## config.mk

```make
export PLATFORM = sky130hd
export DESIGN_NAME = bec_serial_tx_n42k32_flat
export DESIGN_NICKNAME = d
export VERILOG_FILES = /design/src/rtl/bec_serial_tx_n42k32_if.sv /design/src/rtl/bec_serial_tx_n42k32.sv /design/src/flat_wrapper.sv
export SDC_FILE = /design/constraint.sdc
export NUM_CORES = 1
export LEC_CHECK = 0
export ABC_AREA = 1
export BUFFER_PORTS_ARGS = -buffer_cell sky130_fd_sc_hd__buf_2
export CAP_MARGIN = 25
export CORE_MARGIN = 10
export CORE_UTILIZATION = 40
export DETAILED_ROUTE_END_ITERATION = 6
export PLACE_DENSITY_LB_ADDON = 0.3
export SLEW_MARGIN = 20
export SYNTH_ARGS = -nofsm -noshare
export SYNTH_HDL_FRONTEND = slang
export SYNTH_SLANG_ARGS = --single-unit
```

## constraint.sdc

```tcl
create_clock -name clk -period 1.6 [get_ports clk]
set_clock_uncertainty 0.15 [all_clocks]
set_input_delay 0.32 -clock clk [delete_from_list [all_inputs] [get_ports clk]]
set_output_delay 0.32 -clock clk [all_outputs]
set_load 0.005 [all_outputs]
```

## src/rtl/bec_serial_tx_n42k32_if.sv

```systemverilog
// Bundle of the message-side handshake and the serial lane for the (42,32)
// burst-4 transmitter. The master side feeds messages and drives tx_ready;
// the slave side is the transmitter itself.
// Optional macro BEC_TX_SOF_EN adds the tx_sof start-of-codeword marker.
interface bec_serial_tx_n42k32_if #(
    parameter int LANE_W = 1
);
    logic              m_valid;
    logic [0:31]       m_data;
    logic              m_ready;
    logic [LANE_W-1:0] tx_data;
    logic              tx_en;
    logic              tx_ready;
    logic              tx_last;
    logic              busy;

`ifdef BEC_TX_SOF_EN
    logic              tx_sof;

    modport master (
        output m_valid, m_data, tx_ready,
        input  m_ready, tx_data, tx_en, tx_last, busy, tx_sof
    );

    modport slave (
        input  m_valid, m_data, tx_ready,
        output m_ready, tx_data, tx_en, tx_last, busy, tx_sof
    );
`else
    modport master (
        output m_valid, m_data, tx_ready,
        input  m_ready, tx_data, tx_en, tx_last, busy
    );

    modport slave (
        input  m_valid, m_data, tx_ready,
        output m_ready, tx_data, tx_en, tx_last, busy
    );
`endif
endinterface

```

## src/rtl/bec_serial_tx_n42k32.sv

```systemverilog
// Transmit end of the (42,32) burst-4 error-correcting serial link.
// A 32-bit message is encoded into c[0:41] = {m[0:31], p[0:9]} when it is
// accepted, parked in a one-deep hold register, then shifted out LANE_W bits
// per beat, c[0] first. A queued codeword is reloaded on the last beat of the
// current one so consecutive codewords leave with no idle beat between them.
// LANE_W must be 1 or 2.
// Optional macro BEC_TX_SOF_EN adds tx_sof, high on the beat carrying c[0].
//
// state | meaning
// IDLE  | lane quiet, waiting for the hold register to fill
// SEND  | shifting a codeword out, one beat per tx_en & tx_ready
module bec_serial_tx_n42k32 #(
    parameter int LANE_W = 1
) (
    input  logic                   clk,
    input  logic                   rst_n,
    bec_serial_tx_n42k32_if.slave  bus
);

    localparam int             BEATS    = 42 / LANE_W;
    localparam logic [5:0]     CNT_LAST = 6'(BEATS - 1);
    localparam logic [5:0]     CNT_PREV = 6'(BEATS - 2);

    typedef enum logic {
        IDLE = 1'b0,
        SEND = 1'b1
    } state_t;

    state_t      state;
    logic [41:0] hold_cw;
    logic        hold_full;
    logic [41:0] shifter;
    logic [5:0]  cnt;
    logic        tx_en_r;
    logic        tx_last_r;

    logic        accept;
    logic        last_beat;
    logic        move;
    logic [41:0] new_cw;

    // Bit i of the returned vector is codeword bit c[i].
    function automatic logic [41:0] encode(input logic [0:31] m);
        logic [0:9]  p;
        logic [41:0] cw;
        p = '0;
        for (int j = 0; j < 32; j++) begin
            p[j % 4] = p[j % 4] ^ m[j];
        end
        p[4] = m[0] ^ m[1] ^ m[2] ^ m[6] ^ m[8] ^ m[12] ^ m[13] ^ m[14] ^ m[15]
             ^ m[17] ^ m[18] ^ m[19] ^ m[20] ^ m[26];
        p[5] = m[0] ^ m[2] ^ m[3] ^ m[4] ^ m[6] ^ m[7] ^ m[9] ^ m[10] ^ m[12]
             ^ m[13] ^ m[17] ^ m[21] ^ m[22] ^ m[27];
        p[6] = m[3] ^ m[8] ^ m[9] ^ m[12] ^ m[14] ^ m[16] ^ m[18] ^ m[19]
             ^ m[23] ^ m[24] ^ m[28];
        p[7] = m[0] ^ m[1] ^ m[2] ^ m[5] ^ m[6] ^ m[7] ^ m[10] ^ m[11] ^ m[12]
             ^ m[13] ^ m[14] ^ m[15] ^ m[16] ^ m[17] ^ m[18] ^ m[20] ^ m[21]
             ^ m[23] ^ m[24] ^ m[25] ^ m[29];
        p[8] = m[0] ^ m[1] ^ m[4] ^ m[6] ^ m[8] ^ m[9] ^ m[10] ^ m[12] ^ m[13]
             ^ m[15] ^ m[16] ^ m[21] ^ m[22] ^ m[23] ^ m[25] ^ m[26] ^ m[30];
        p[9] = m[0] ^ m[1] ^ m[3] ^ m[5] ^ m[8] ^ m[12] ^ m[13] ^ m[14] ^ m[15]
             ^ m[16] ^ m[19] ^ m[20] ^ m[22] ^ m[24] ^ m[25] ^ m[27] ^ m[31];
        for (int i = 0; i < 32; i++) begin
            cw[i] = m[i];
        end
        for (int k = 0; k < 10; k++) begin
            cw[32 + k] = p[k];
        end
        return cw;
    endfunction

    assign new_cw    = encode(bus.m_data);
    assign accept    = bus.m_valid & ~hold_full;
    assign last_beat = (state == SEND) & bus.tx_ready & (cnt == CNT_LAST);
    // The hold register empties whenever the shifter takes its codeword.
    assign move      = hold_full & ((state == IDLE) | last_beat);

    assign bus.m_ready = ~hold_full;
    assign bus.busy    = tx_en_r | hold_full;
    assign bus.tx_en   = tx_en_r;
    assign bus.tx_last = tx_last_r;
    assign bus.tx_data = shifter[LANE_W-1:0];

    // Hold register: a new word wins over the move so hold_full stays set.
    always_ff @(posedge clk or negedge rst_n) begin
        if (!rst_n) begin
            hold_cw   <= '0;
            hold_full <= 1'b0;
        end else if (accept) begin
            hold_cw   <= new_cw;
            hold_full <= 1'b1;
        end else if (move) begin
            hold_full <= 1'b0;
        end
    end

    // Serialiser FSM with registered tx_en / tx_last; everything holds on a stall.
    always_ff @(posedge clk or negedge rst_n) begin
        if (!rst_n) begin
            state     <= IDLE;
            shifter   <= '0;
            cnt       <= '0;
            tx_en_r   <= 1'b0;
            tx_last_r <= 1'b0;
        end else begin
            case (state)
                IDLE: begin
                    if (hold_full) begin
                        shifter   <= hold_cw;
                        cnt       <= '0;
                        tx_en_r   <= 1'b1;
                        tx_last_r <= 1'b0;
                        state     <= SEND;
                    end
                end
                SEND: begin
                    if (bus.tx_ready) begin
                        if (cnt == CNT_LAST) begin
                            cnt       <= '0;
                            tx_last_r <= 1'b0;
                            if (hold_full) begin
                                shifter <= hold_cw;
                            end else begin
                                shifter <= '0;
                                tx_en_r <= 1'b0;
                                state   <= IDLE;
                            end
                        end else begin
                            shifter   <= shifter >> LANE_W;
                            cnt       <= cnt + 6'd1;
                            tx_last_r <= (cnt == CNT_PREV);
                        end
                    end
                end
                default: begin
                    state <= IDLE;
                end
            endcase
        end
    end

`ifdef BEC_TX_SOF_EN
    logic tx_sof_r;

    // Start-of-codeword flag: set by every load or reload, cleared by any other advance.
    always_ff @(posedge clk or negedge rst_n) begin
        if (!rst_n) begin
            tx_sof_r <= 1'b0;
        end else if (move) begin
            tx_sof_r <= 1'b1;
        end else if ((state == SEND) && bus.tx_ready) begin
            tx_sof_r <= 1'b0;
        end
    end

    assign bus.tx_sof = tx_sof_r;
`endif

endmodule

```

## src/flat_wrapper.sv

```systemverilog
// flat-port wrapper written by rule: the top's interface ports become plain ports
module bec_serial_tx_n42k32_flat 
#(
    parameter int LANE_W = 1
)
  (clk, rst_n, bus_m_valid, bus_m_data, bus_tx_ready, bus_m_ready, bus_tx_data, bus_tx_en, bus_tx_last, bus_busy);
  bec_serial_tx_n42k32_if #(.LANE_W(LANE_W)) bus_i ();
  input  logic clk;
  input  logic rst_n;
  input wire logic [$bits(bus_i.m_valid)-1:0] bus_m_valid;
  input wire logic [$bits(bus_i.m_data)-1:0] bus_m_data;
  input wire logic [$bits(bus_i.tx_ready)-1:0] bus_tx_ready;
  output wire logic [$bits(bus_i.m_ready)-1:0] bus_m_ready;
  output wire logic [$bits(bus_i.tx_data)-1:0] bus_tx_data;
  output wire logic [$bits(bus_i.tx_en)-1:0] bus_tx_en;
  output wire logic [$bits(bus_i.tx_last)-1:0] bus_tx_last;
  output wire logic [$bits(bus_i.busy)-1:0] bus_busy;
  assign bus_i.m_valid = bus_m_valid;
  assign bus_i.m_data = bus_m_data;
  assign bus_i.tx_ready = bus_tx_ready;
  assign bus_m_ready = bus_i.m_ready;
  assign bus_tx_data = bus_i.tx_data;
  assign bus_tx_en = bus_i.tx_en;
  assign bus_tx_last = bus_i.tx_last;
  assign bus_busy = bus_i.busy;
  bec_serial_tx_n42k32 #(.LANE_W(LANE_W)) u_core (.clk(clk), .rst_n(rst_n), .bus(bus_i));
endmodule
```

* After elaboration in Yosys (flattened, before gate mapping)
Cells that the tools add are included.
** Word-level totals
- Word-level logic and storage cells :: 161
- Register bits after elaboration :: 94
- Bits in writable memories :: 0
- Bits in latches :: 0
- Bits in read-only memories :: 0
- Memories kept :: 0
- Output and inout port bits :: 5
- Input bits :: 36
** Operators by class
- Multiply operators :: 0
- $add $sub $neg :: 1
- Reduce and logical (&&, ||, !) cells :: 3
- Shifts and indexed selects :: 0
- Equal/unequal tests :: 6
- Divide/modulo/power cells :: 0
- Muxes and demuxes :: 24
- $lt $le $gt $ge :: 0
- Bitwise gates (word level) :: 120
** Operators with widths (number)
- two-way mux 42 bit :: 4
- XOR 1 bit :: 112
- case mux 42 bit (2 select lines) :: 1
- two-way mux 6 bit :: 3
- == test 6 bit, second input constant :: 2
- two-way mux 1 bit :: 12
- case mux 6 bit (2 select lines) :: 1
- adder 6 x 1 -> 6 bit, second input constant :: 1
- inequality test 2 bit, second input constant :: 3
- case mux 1 bit (2 select lines) :: 3
- bitwise AND 1 bit :: 4
- AND reduction 4 bit :: 1
- inequality test 2 x 1 -> 1 bit, second input constant :: 1
- inverter 1 bit :: 2
- OR 1 bit :: 2
- AND reduction 2 bit :: 1
- nonzero test 2 bit :: 1

* Depth between registers and ports, before layout
Gate-level depths: netlist of run 1.
- Word-level depth :: 20
- Gate-level depth with buffers :: 14
- Depth with buffers taken out :: 13

* Least setup slack after synthesis of run 1
No wires, ideal clock.
- Path kind :: register to register
- From :: reg u_core.cnt[1]
- To :: reg u_core.shifter[28]
- Cell stages (with the launch flop) :: 9
- Library setup time :: 124 ps
- Period minus slack after synthesis :: 1624 ps
- Arrival time :: 1350 ps
- Data required time :: 1326 ps
- Buffers on the path :: 2
- Setup slack :: -24 ps
- Cell sequence :: dfrtp_1 > inv_1 > ha_1 > nand3_2 > nand2_2 > buf_6 > buf_8 > mux2i_1 > o21ai_1
** Between the ends
- Cells in the longest elaborated chain, start to end :: 4
** RTL lines
- start, declared :: RTL line bec_serial_tx_n42k32.sv:33 : logic [5:0] cnt;
- start signal, assigned :: RTL line bec_serial_tx_n42k32.sv:130 : cnt <= cnt + 6'd1;
- == test 6 bit :: RTL line bec_serial_tx_n42k32.sv:118 : if (cnt == CNT_LAST) begin
- two-way mux 42 bit :: RTL line bec_serial_tx_n42k32.sv:118
- two-way mux 42 bit :: RTL line bec_serial_tx_n42k32.sv:117 : if (bus.tx_ready) begin
- case mux 42 bit (2 select lines) :: RTL line bec_serial_tx_n42k32.sv:106 : case (state)
- end signal, assigned :: RTL line bec_serial_tx_n42k32.sv:109 : shifter <= hold_cw;
- end signal, assigned :: RTL line bec_serial_tx_n42k32.sv:122 : shifter <= hold_cw;
- end signal, assigned :: RTL line bec_serial_tx_n42k32.sv:129 : shifter <= shifter >> LANE_W;
- end, declared :: RTL line bec_serial_tx_n42k32.sv:32 : logic [41:0] shifter;
Every way passes these cells. The select of a mux whose other input is x is not followed.
A chain may end at the register's enable or synchronous reset.

* Worst setup path in the final report of run 1
- From :: reg u_core.cnt[2]
- To :: reg u_core.shifter[17]
Same word-level chain as after synthesis.

==> results of run 1 <==
-- routing by layer --
metal,global-route usage [%],part of all wire [%]
met1,20.8,46
met3,3.23,4.9
met2,24.3,46
met5,0,0
met4,7.51,3.1
-- where the power goes --
group,switching [W],leakage (nW),internal (W)
Combinational,0.00164,2.07,0.00139
Sequential,0.000551,1.21,0.00326
Clock,0.000946,0.142,0.00122
Total,0.00314,3.42,0.00586
-- kinds of logic after synthesis --
| kind of cell | count (synthesis) | share of synthesized area, % |
|---|---|---|
| multiplexers | 25 | 4.60 |
| adder cells (fa/ha/maj) | 3 | 0.690 |
| AND/OR/NAND/NOR | 254 | 19.2 |
| AO/OA/AOI/OAI | 104 | 9.86 |
| XOR/XNOR | 74 | 12.7 |
| buffers and inverters | 112 | 9.77 |
| flip-flops | 94 | 43.2 |
-- metrics by stage --
step | area (sq um) | setup slack [ns]
floorplan | 5450 | 0.00468
global placement | 6120 | -0.100
detailed placement | 6120 | -0.156
CTS | 6760 | -0.0664
global route | 7070 | -0.203
finish | 7070 | -0.0785
-- cells in the mapped netlist (2+ instances only) --
cell and count:
nand2_1 199, nand2_2 6, nand3_1 31, nor2_1 6, mux2i_1 25, or2_1 2, buf_6 4, nand3b_1 2
ha_1 3, nor3_1 3, a21oi_1 3, o21ai_0 48, buf_2 19, dfrtp_1 94, clkbuf_1 5, xnor2_1 38
xor2_1 32, inv_2 13, o22ai_1 3, o21ai_1 47, inv_1 57, xnor2_2 3, buf_4 9
-- critical path: stages, from the launching register on --
cell and delay (ns):
dfrtp_1 0.39, inv_2 0.07, nand2_1 0.06, inv_2 0.07
nand3_4 0.09, nand2_4 0.11, buf_8 0.15, buf_12 0.15
mux2i_1 0.24, o21ai_1 0.09
-- worst min-delay path by stage --
stage                         startpoint                 end
after floorplan                    rst_n    u_core.bus.tx_en
after detailed placement           rst_n   u_core.hold_cw[4]
final                     bus_m_data[24]   u_core.hold_cw[7]
after global placement             rst_n   u_core.shifter[5]
after CTS                 bus_m_data[24]   u_core.hold_cw[7]
after global routing       bus_m_data[1]  u_core.hold_cw[34]
-- state kept, by name (all words and copies together) (netlist names) --
signal              flops
u_core.bus.tx_en        1
u_core.shifter         42
u_core.state            1
u_core.hold_full        1
u_core.cnt              6
u_core.bus.tx_last      1
u_core.hold_cw         42
-- area by class of cell --
class | count | area (sq um)
multi-input cells | 460 | 2770
clock buffers | 9 | 225
flip-flops and latches | 94 | 2350
well taps | 176 | 220
clock inverters | 7 | 72.6
inverters | 71 | 280
fillers | 1214 | 6220
repair buffers | 124 | 1150
-- repair_timing --
action                     4_1_cts  5_1_grt
hold endpoints to repair        94        0
setup buffers                   10        6
pin swaps                        5       10
hold buffers                     1        0
setup endpoints to repair       42       57
cloned                           6        3
resized for setup               31       53
==> reports/results.ini, run 1 <==
[clock_tree]
cts_buffers = 9
clock_sinks = 94
clockRootBuffer = clkbuf_16
cts_max_level = 3
worstSkewPairLatency_ns = 0.35
path_clk_slew_ns = 0.07
cts_tree = built
cts_buffer_depth = 2

[timing]
max_slew_margin_pct = 65.4
fin_setup_tns_ns = -1.52
holdWs_ns = 0.148
setup_violations = 37
fmax_ghz = 0.596
post-route-period-util_pct = 105
timing.final.max_slew_violations = 0
finalCriticalPeriod_ns = 1.68
rsz0062_at_grt = yes
hold_viol = 0
worst_slack_ns = -0.0785
tightest_slew_ns = 0.518

[synthesis]
synth.avg_cell_area_sq_um = 8.17
syn_area_sq_um = 5440
ys_seq_area_share_pct = 43.2
ys_seq_elements = 94
syn-num-nets = 705
yosysWarnings = 0
ys_top_cells_by_area = dfrtp_1 (43%), nand2_1 (14%), xnor2_1 (6.1%)
yosysTopAreaCell = dfrtp_1
synthDistinctLibCells = 37
synth_edf_count = 0
async_flop_share_pct = 100
synth_top_area_share_pct = 43.2
synth_cells = 666
synth_flop_cell = dfrtp_1

[critical_path]
critical_path_arrival_ns = 1.76
worstPathRequired_ns = 1.68
r2r_end = u_core.shifter[17]
ff2ff_path_depth = 9
path_class = flop to flop
crit_start = u_core.cnt[2]
cp-endpoint = u_core.shifter[17]
rr_startpoint = u_core.cnt[2]
path_max_fanout = 7
reg2reg_slack_ns = -0.08
cp-start-kind = flop
end_kind = flop

[layout]
most-common-layout-cells = nand2_1 (198), dfrtp_1 (93), buf_4 (57)
drive_gt1_share_pct = 27.2
syn2layout_area_growth_pct = 30.0
layout_commonest_cell = nand2_1
diodes = 0
final_cells = 941
final_util_pct = 53.2
final_nets = 799

[floorplanning]
die_w_microns = 137
design.die.area_sq_um = 18700
ioPinCount = 41
core_area_sq_um = 13300
die_h_microns = 137
rows = 42
start_util_pct = 40.9

[grt]
grt.total_usage_pct = 15.8
grt_pass1_vias = 4577
grt_pass1_wl_microns = 23100
grt_start_max_net_pins = 95
overflow = 0
antenna_found_initial = 0

[power]
p_leak_nw = 3.42
ir_drop_v = 0.000630
finalPower_w = 0.00900
power.density_nw_per_um2 = 1270

[job]
maxCapViolations = 0

[route]
drcViolationCount = 0
vias = 4598
initialDrtViolationCount = 244
wire_per_inst_microns = 15.7
ant_nets = 0
routed_via_density = 4.89
routed_wl_microns = 14700
drtPass1Iterations = 4

[placement]
gp_congestion = 0.932
io_buffers = 40
dp_hpwl_microns = 9900
dp.cells = 899

[hold_path]
hold_depth = 3
hp-class = input pin to flop

[outcome]
status = finished, violations left
violations = setup timing

No activity file was read; power rests on OpenSTA's default activity.
==> inputs of run 2 (changes only) <==
--- a/config.mk
+++ b/config.mk
@@ -7,10 +7,10 @@
 export LEC_CHECK = 0
 export ABC_AREA = 1
 export BUFFER_PORTS_ARGS = -buffer_cell sky130_fd_sc_hd__buf_2
-export CAP_MARGIN = 25
 export CORE_MARGIN = 10
 export CORE_UTILIZATION = 40
 export DETAILED_ROUTE_END_ITERATION = 6
+export GPL_TIMING_DRIVEN = 0
 export PLACE_DENSITY_LB_ADDON = 0.3
 export SLEW_MARGIN = 20
 export SYNTH_ARGS = -nofsm -noshare
==> run 2 against run 1 <==
  * The run still ends with setup timing left
  * First-iteration DRC count up 31%
  * Utilization down 3.9 points
  * Combinational power down 9.9%
  * Global-route usage up 0.099 points
  * Count of clock-buffer cells in the layout up 4
  * Wire length down 2.1%
  * Sequential power about the same
  * Sequential cell count unchanged
  * Cell area down 7.3%
  * Clock power up 2%
  * Largest cell class unchanged
==> reports/results.ini, run 2 (synthesized netlist as in run 1, its figures left out) <==
[power]
swShare_pct = 33.9  ; was 34.8%
power.density_nw_per_um2 = 1330  ; was 1270 nW/um^2
seq_power_share_pct = 43.3  ; was 42.3%
p_clk_share_pct = 25.3  ; was 24.0%
cellInternalPower_w = 0.00576  ; was 0.00586 W
combPwrFrac_pct = 31.4  ; was 33.7%
power.switching_w = 0.00296  ; was 0.00314 W
finalPower_w = 0.00871  ; was 0.00900 W
ir_drop_v = 0.000511  ; was 0.000630 V
p_leak_nw = 3.12  ; was 3.42 nW

[placement]
gp_congestion = 0.850  ; was 0.932
dp_hpwl_microns = 10600  ; was 9900 microns
dp.cells = 865  ; was 899
placed_cell_area_sq_um = 5810  ; was 6120 sq um
io_buffers = 22  ; was 40

[timing]
hold_viol = 0  ; unchanged
tightest_slew_ns = 0.443  ; was 0.518 ns
worst_slack_ns = -0.138  ; was -0.0785 ns
post-route-period-util_pct = 109  ; was 105%
finalCriticalPeriod_ns = 1.74  ; was 1.68 ns
setup_violations = 42  ; was 37
timing.final.max_slew_violations = 0  ; unchanged
max_slew_margin_pct = 70.4  ; was 65.4%
fmax_ghz = 0.575  ; was 0.596 GHz
rsz0062_at_grt = yes  ; unchanged

[layout]
final_cells = 898  ; was 941
reg_top3 = u_core.hold_cw (42), u_core.shifter (42), u_core.cnt (6)  ; unchanged
layout_commonest_cell = nand2_1  ; unchanged
most-common-layout-cells = nand2_1 (195), dfrtp_1 (93), inv_1 (54)  ; was nand2_1 (198), dfrtp_1 (93), buf_4 (57)
syn2layout_area_growth_pct = 20.5  ; was 30.0%
fill_cells = 1263  ; was 1214
drive_gt1_share_pct = 19.3  ; was 27.2%
diodes = 0  ; unchanged
stdcell_area_sq_um = 6560  ; was 7070 sq um
final_nets = 756  ; was 799

[route]
wire_per_inst_microns = 16.1  ; was 15.7 microns
initialDrtViolationCount = 320  ; was 244
routed_via_density = 4.93  ; was 4.89
drtPass1Iterations = 5  ; was 4
drcViolationCount = 0  ; unchanged
ant_nets = 0  ; unchanged
vias = 4423  ; was 4598
routed_wl_microns = 14400  ; was 14700 microns

[floorplanning]
rows = 42  ; unchanged
ioPinCount = 41  ; unchanged
core_area_sq_um = 13300  ; unchanged
start_util_pct = 40.9  ; unchanged
die_w_microns = 137  ; unchanged
die_h_microns = 137  ; unchanged
design.die.area_sq_um = 18700  ; unchanged

[critical_path]
end_kind = flop  ; unchanged
worstPathRequired_ns = 1.69  ; was 1.68 ns
critical_path_arrival_ns = 1.82  ; was 1.76 ns
path_class = flop to flop  ; unchanged
path_max_fanout = 6  ; was 7
cp-start-kind = flop  ; unchanged

[clock_tree]
cts_buffer_depth = 2  ; unchanged
clockRootBuffer = clkbuf_16  ; unchanged
worstSkewPairLatency_ns = 0.35  ; about the same
clock_sinks = 94  ; unchanged
cts_tree = built  ; unchanged
cts_max_level = 3  ; unchanged
path_clk_slew_ns = 0.06  ; was 0.07 ns
cts_buffers = 9  ; unchanged

[grt]
grt_pass1_wl_microns = 23300  ; was 23100 microns
overflow = 0  ; unchanged
antenna_found_initial = 0  ; unchanged
grt.total_usage_pct = 15.9  ; was 15.8%
grt_start_max_net_pins = 67  ; was 95
grt_pass1_vias = 4536  ; was 4577

[outcome]
violations = setup timing  ; unchanged
status = finished, violations left  ; unchanged

[job]
maxCapViolations = 0  ; unchanged

[hold_path]
hp-class = input pin to flop  ; unchanged

-- run 2: cell count changes in the layout (fill, tap and decap cells not counted), sizes merged --
cell,delta
clkinv,-2
clkbuf,+11
buf,-50
inv,-1
clkinvlp,-1
-- run 2: what timing repair did --
item,4_1_cts,5_1_grt
pin swaps,3,1
gates cloned,1,1
resized for setup,32,49
hold endpoints to repair,28,0
buffers inserted,8,6
endpoints found under the setup margin,76,86
hold buffers,1,0
-- run 2: through the flow --
step	util [%]	TNS, ns	hold slack [ns]	setup slack, ns
detailed placement	43.7	-12.98	0.0644	-0.301
floorplan	-	0	-0.126	0.00468
finish	49.3	-2.95	0.0641	-0.138
global placement	43.5	-91.38	0.314	-0.860
CTS	47.7	-0.632	0.0590	-0.0603
global route	49.3	-6.55	0.0958	-0.184
-- run 2: worst paths after layout --
kind	start	to	slack [ns]	cells after the start
max	u_core.cnt[1]	u_core.shifter[30]	-0.14	8
min	bus_m_data[2]	u_core.hold_cw[29]	0.06	3
max reg2reg	u_core.cnt[1]	u_core.shifter[30]	-0.14	8
min reg2reg	u_core.hold_cw[28]	u_core.hold_cw[28]	0.33	2
max in group asynchronous	rst_n	u_core.shifter[24]	0.43	3
min in group asynchronous	rst_n	u_core.shifter[7]	0.26	2
-- run 2: power groups by stage --
stage,logic (W),registers (W),clock network [W]
after global placement,0.00224,0.00375,0
after global routing,0.00311,0.00387,0.00233
after CTS,0.00256,0.00376,0.00223
after detailed placement,0.00234,0.00378,0
final,0.00273,0.00378,0.00221
after floorplan,0.00178,0.00362,0
-- run 2: critical path, cell delays in order (launching register included) --
cell and delay [ns]:
dfrtp_1 0.40, inv_2 0.09, ha_4 0.14, nand3_4 0.10, nand2_4 0.12, buf_12 0.16, buf_12 0.14, mux2i_4 0.25
o21ai_2 0.08
-- run 2: cell type report --
| class | count | area [sq um] | share of cell area (%) |
|---|---|---|---|
| multi-input combinational | 460 | 2690 | 41.1 |
| sequential | 94 | 2350 | 35.9 |
| buffer | 41 | 379 | 5.78 |
| timing repair buffer | 40 | 338 | 5.15 |
| inverter | 71 | 270 | 4.12 |
| clock buffer | 13 | 260 | 3.97 |
| tap | 176 | 220 | 3.36 |
| clock inverter | 3 | 42.5 | 0.649 |
-- run 2: layer usage --
metal,wire length [microns],part of all wire (%),up-vias,global-route usage [%]
li1,-,-,2191,-
met1,6890,48,2114,21.0
met2,6540,45,99,24.9
met3,745,5.2,19,3.45
met4,247,1.7,0,6.09
met5,0,0,-,0
==> inputs of run 3 (changes only) <==
==> constraint.sdc (replaced) <==
create_clock -name clk -period 1.6 [get_ports clk]
set_clock_uncertainty 0.15 [all_clocks]
set_input_delay 0 -clock clk [delete_from_list [all_inputs] [get_ports clk]]
set_output_delay 0 -clock clk [all_outputs]
set_load 0.005 [all_outputs]
==> run 3 against run 2 <==
  * The run still ends with setup timing left
  * Total power increased by 2.0%
  * Non-clock buffer count increased by 39
  * Cell count increased by 4.3%
  * Maximum frequency increased by 1.2%
==> reports/results.ini, run 3 (synthesized netlist as in run 1, its figures left out) <==
[floorplanning]
ioPinCount = 41  ; unchanged
core_area_sq_um = 13300  ; unchanged
die_w_microns = 137  ; unchanged
rows = 42  ; unchanged
start_util_pct = 40.9  ; unchanged
design.die.area_sq_um = 18700  ; unchanged
die_h_microns = 137  ; unchanged

[clock_tree]
worstSkewPairLatency_ns = 0.35  ; about the same
path_clk_slew_ns = 0.06  ; about the same
cts_max_level = 3  ; unchanged
cts_tree = built  ; unchanged
clock_sinks = 94  ; unchanged
cts_buffers = 9  ; unchanged
cts_buffer_depth = 2  ; unchanged
clockRootBuffer = clkbuf_16  ; unchanged

[critical_path]
path_max_fanout = 8  ; was 6
reg2reg_slack_ns = -0.12  ; was -0.14 ns
worstPathRequired_ns = 1.68  ; was 1.69 ns
slowest_stage = dfrtp_1  ; unchanged
ff2ff_path_depth = 9  ; was 8
rr_startpoint = u_core.cnt[1]  ; unchanged
path_class = flop to flop  ; unchanged
end_kind = flop  ; unchanged
cp-start-kind = flop  ; unchanged
r2r_end = u_core.shifter[5]  ; was u_core.shifter[30]
crit_chain = inv_2 -> ha_4 -> nand3_4 -> nand2_8 -> inv_4 -> o22ai_4 -> buf_12 -> clkbuf_16 -> o21ai_0  ; was inv_2 -> ha_4 -> nand3_4 -> nand2_4 -> buf_12 -> buf_12 -> mux2i_4 -> o21ai_2
critical_path_arrival_ns = 1.80  ; was 1.82 ns
critical-path-max-stage-delay_ns = 0.40  ; about the same

[grt]
overflow = 0  ; unchanged
grt_pass1_wl_microns = 24000  ; was 23300 microns
antenna_found_initial = 0  ; unchanged
grt.total_usage_pct = 16.4  ; was 15.9%
grt_pass1_vias = 4715  ; was 4536
grt_start_max_net_pins = 67  ; unchanged

[layout]
reg_top3 = u_core.hold_cw (42), u_core.shifter (42), u_core.cnt (6)  ; unchanged
drive_gt1_share_pct = 23.1  ; was 19.3%
fill_cells = 1176  ; was 1263
seqCellArea_sq_um = 2350  ; about the same
syn2layout_area_growth_pct = 32.3  ; was 20.5%
most-common-layout-cells = nand2_1 (191), dfrtp_1 (92), inv_1 (54)  ; was nand2_1 (195), dfrtp_1 (93), inv_1 (54)
final_nets = 795  ; was 756
layout_commonest_cell = nand2_1  ; unchanged
stdcell_area_sq_um = 7200  ; was 6560 sq um
final_cells = 937  ; was 898
multi_input_area_sq_um = 2890  ; was 2690 sq um
diodes = 0  ; unchanged

[placement]
gp_congestion = 0.850  ; unchanged
post-place-ws_ns = -0.301  ; unchanged
dp.cells = 865  ; unchanged
dp_hpwl_microns = 10600  ; unchanged
io_buffers = 22  ; unchanged
placed_cell_area_sq_um = 5810  ; unchanged

[route]
routed_via_density = 5.03  ; was 4.93
ant_nets = 0  ; unchanged
routed.top_layer = met4  ; unchanged
wl_met1_microns = 7020  ; was 6890 microns
routed_wl_microns = 15100  ; was 14400 microns
initialDrtViolationCount = 360  ; was 320
vias = 4712  ; was 4423
dr_wl_met2_microns = 7050  ; was 6540 microns
wl_met3_microns = 717  ; was 745 microns
wire_per_inst_microns = 16.1  ; about the same
drtPass1Iterations = 5  ; unchanged
drcViolationCount = 0  ; unchanged

[timing]
rsz0062_at_grt = yes  ; unchanged
worst_slack_ns = -0.118  ; was -0.138 ns
fmax_ghz = 0.582  ; was 0.575 GHz
post-route-period-util_pct = 107  ; was 109%
max_slew_margin_pct = 74.7  ; was 70.4%
timing.final.max_slew_violations = 0  ; unchanged
tightest_slew_ns = 0.379  ; was 0.443 ns
setup_violations = 45  ; was 42
hold_viol = 0  ; unchanged
finalCriticalPeriod_ns = 1.72  ; was 1.74 ns
fin_setup_tns_ns = -3.69  ; was -2.95 ns

[power]
ir_drop_v = 0.000504  ; was 0.000511 V
p_leak_nw = 3.43  ; was 3.12 nW
power.density_nw_per_um2 = 1230  ; was 1330 nW/um^2

[hold_path]
hp-class = input pin to flop  ; unchanged
worstHoldStart = bus_m_data[17]  ; was bus_m_data[2]
worstHoldEndpoint = u_core.hold_cw[14]  ; was u_core.hold_cw[29]
hold_depth = 4  ; was 3

[outcome]
violations = setup timing  ; unchanged
status = finished, violations left  ; unchanged

[job]
maxCapViolations = 0  ; unchanged

[run 3: stage by stage]
step / utilization (%) / total power (W) / hold WS (ns)
after floorplan: - / 0.00540 / -0.446
after global placement: 43.5 / 0.00599 / 0.108
after detailed placement: 43.7 / 0.00612 / -0.256
after CTS: 50.3 / 0.00858 / 0.0481
after global routing: 54.2 / 0.00950 / 0.0649
final: 54.2 / 0.00889 / 0.0294
[run 3: worst max-delay path by stage]
stage	startpoint	to	slack, ns
3_5_place_dp	u_core.cnt[1]	u_core.shifter[32]	-0.30
5_1_grt	u_core.cnt[1]	u_core.shifter[32]	-0.18
4_1_cts	u_core.cnt[1]	u_core.shifter[30]	-0.06
2_1_floorplan	u_core.cnt[1]	u_core.shifter[28]	0.005
6_report	u_core.cnt[1]	u_core.shifter[5]	-0.12
3_3_place_gp	rst_n	u_core.hold_cw[29]	-0.54
[run 3: worst max-delay path: cells and delay by family, from the launching register on]
| kind | cells | cell delay (ns) |
|---|---|---|
| adder cells (fa/ha/maj) | 1 | 0.14 |
| AO/OA/AOI/OAI | 2 | 0.21 |
| AND/OR/NAND/NOR | 2 | 0.22 |
| flip-flops | 1 | 0.40 |
| buffers and inverters | 4 | 0.48 |
[run 3: what timing repair did]
action	in CTS	in global routing
resized for setup	36	99
endpoints found under the hold margin	134	0
cloned	1	3
pin swaps	2	13
endpoints found under the setup margin	75	85
hold buffers	35	0
setup buffers	7	10
[run 3: where the power goes]
group          switching (W)  leakage, nW  internal, W  total (W)
Combinational        0.00159         2.07      0.00132    0.00291
Clock               0.000894        0.146      0.00130    0.00219
Sequential          0.000530         1.21      0.00326    0.00379
Total                0.00301         3.43      0.00587    0.00889
[run 3: layout make-up]
class | count | area share, %
multi-input combinational | 460 | 40.1
sequential | 94 | 32.7
timing repair buffer | 79 | 10.5
buffer | 41 | 5.56
inverter | 71 | 3.89
clock buffer | 13 | 3.61
tap | 176 | 3.06
clock inverter | 3 | 0.591
[run 3: metal layers]
| layer | vias up | global-route usage, % |
|---|---|---|
| met5 | - | 0 |
| met4 | 0 | 6.15 |
| met3 | 22 | 3.48 |
| met2 | 121 | 26.2 |
| met1 | 2287 | 21.1 |
| li1 | 2282 | - |
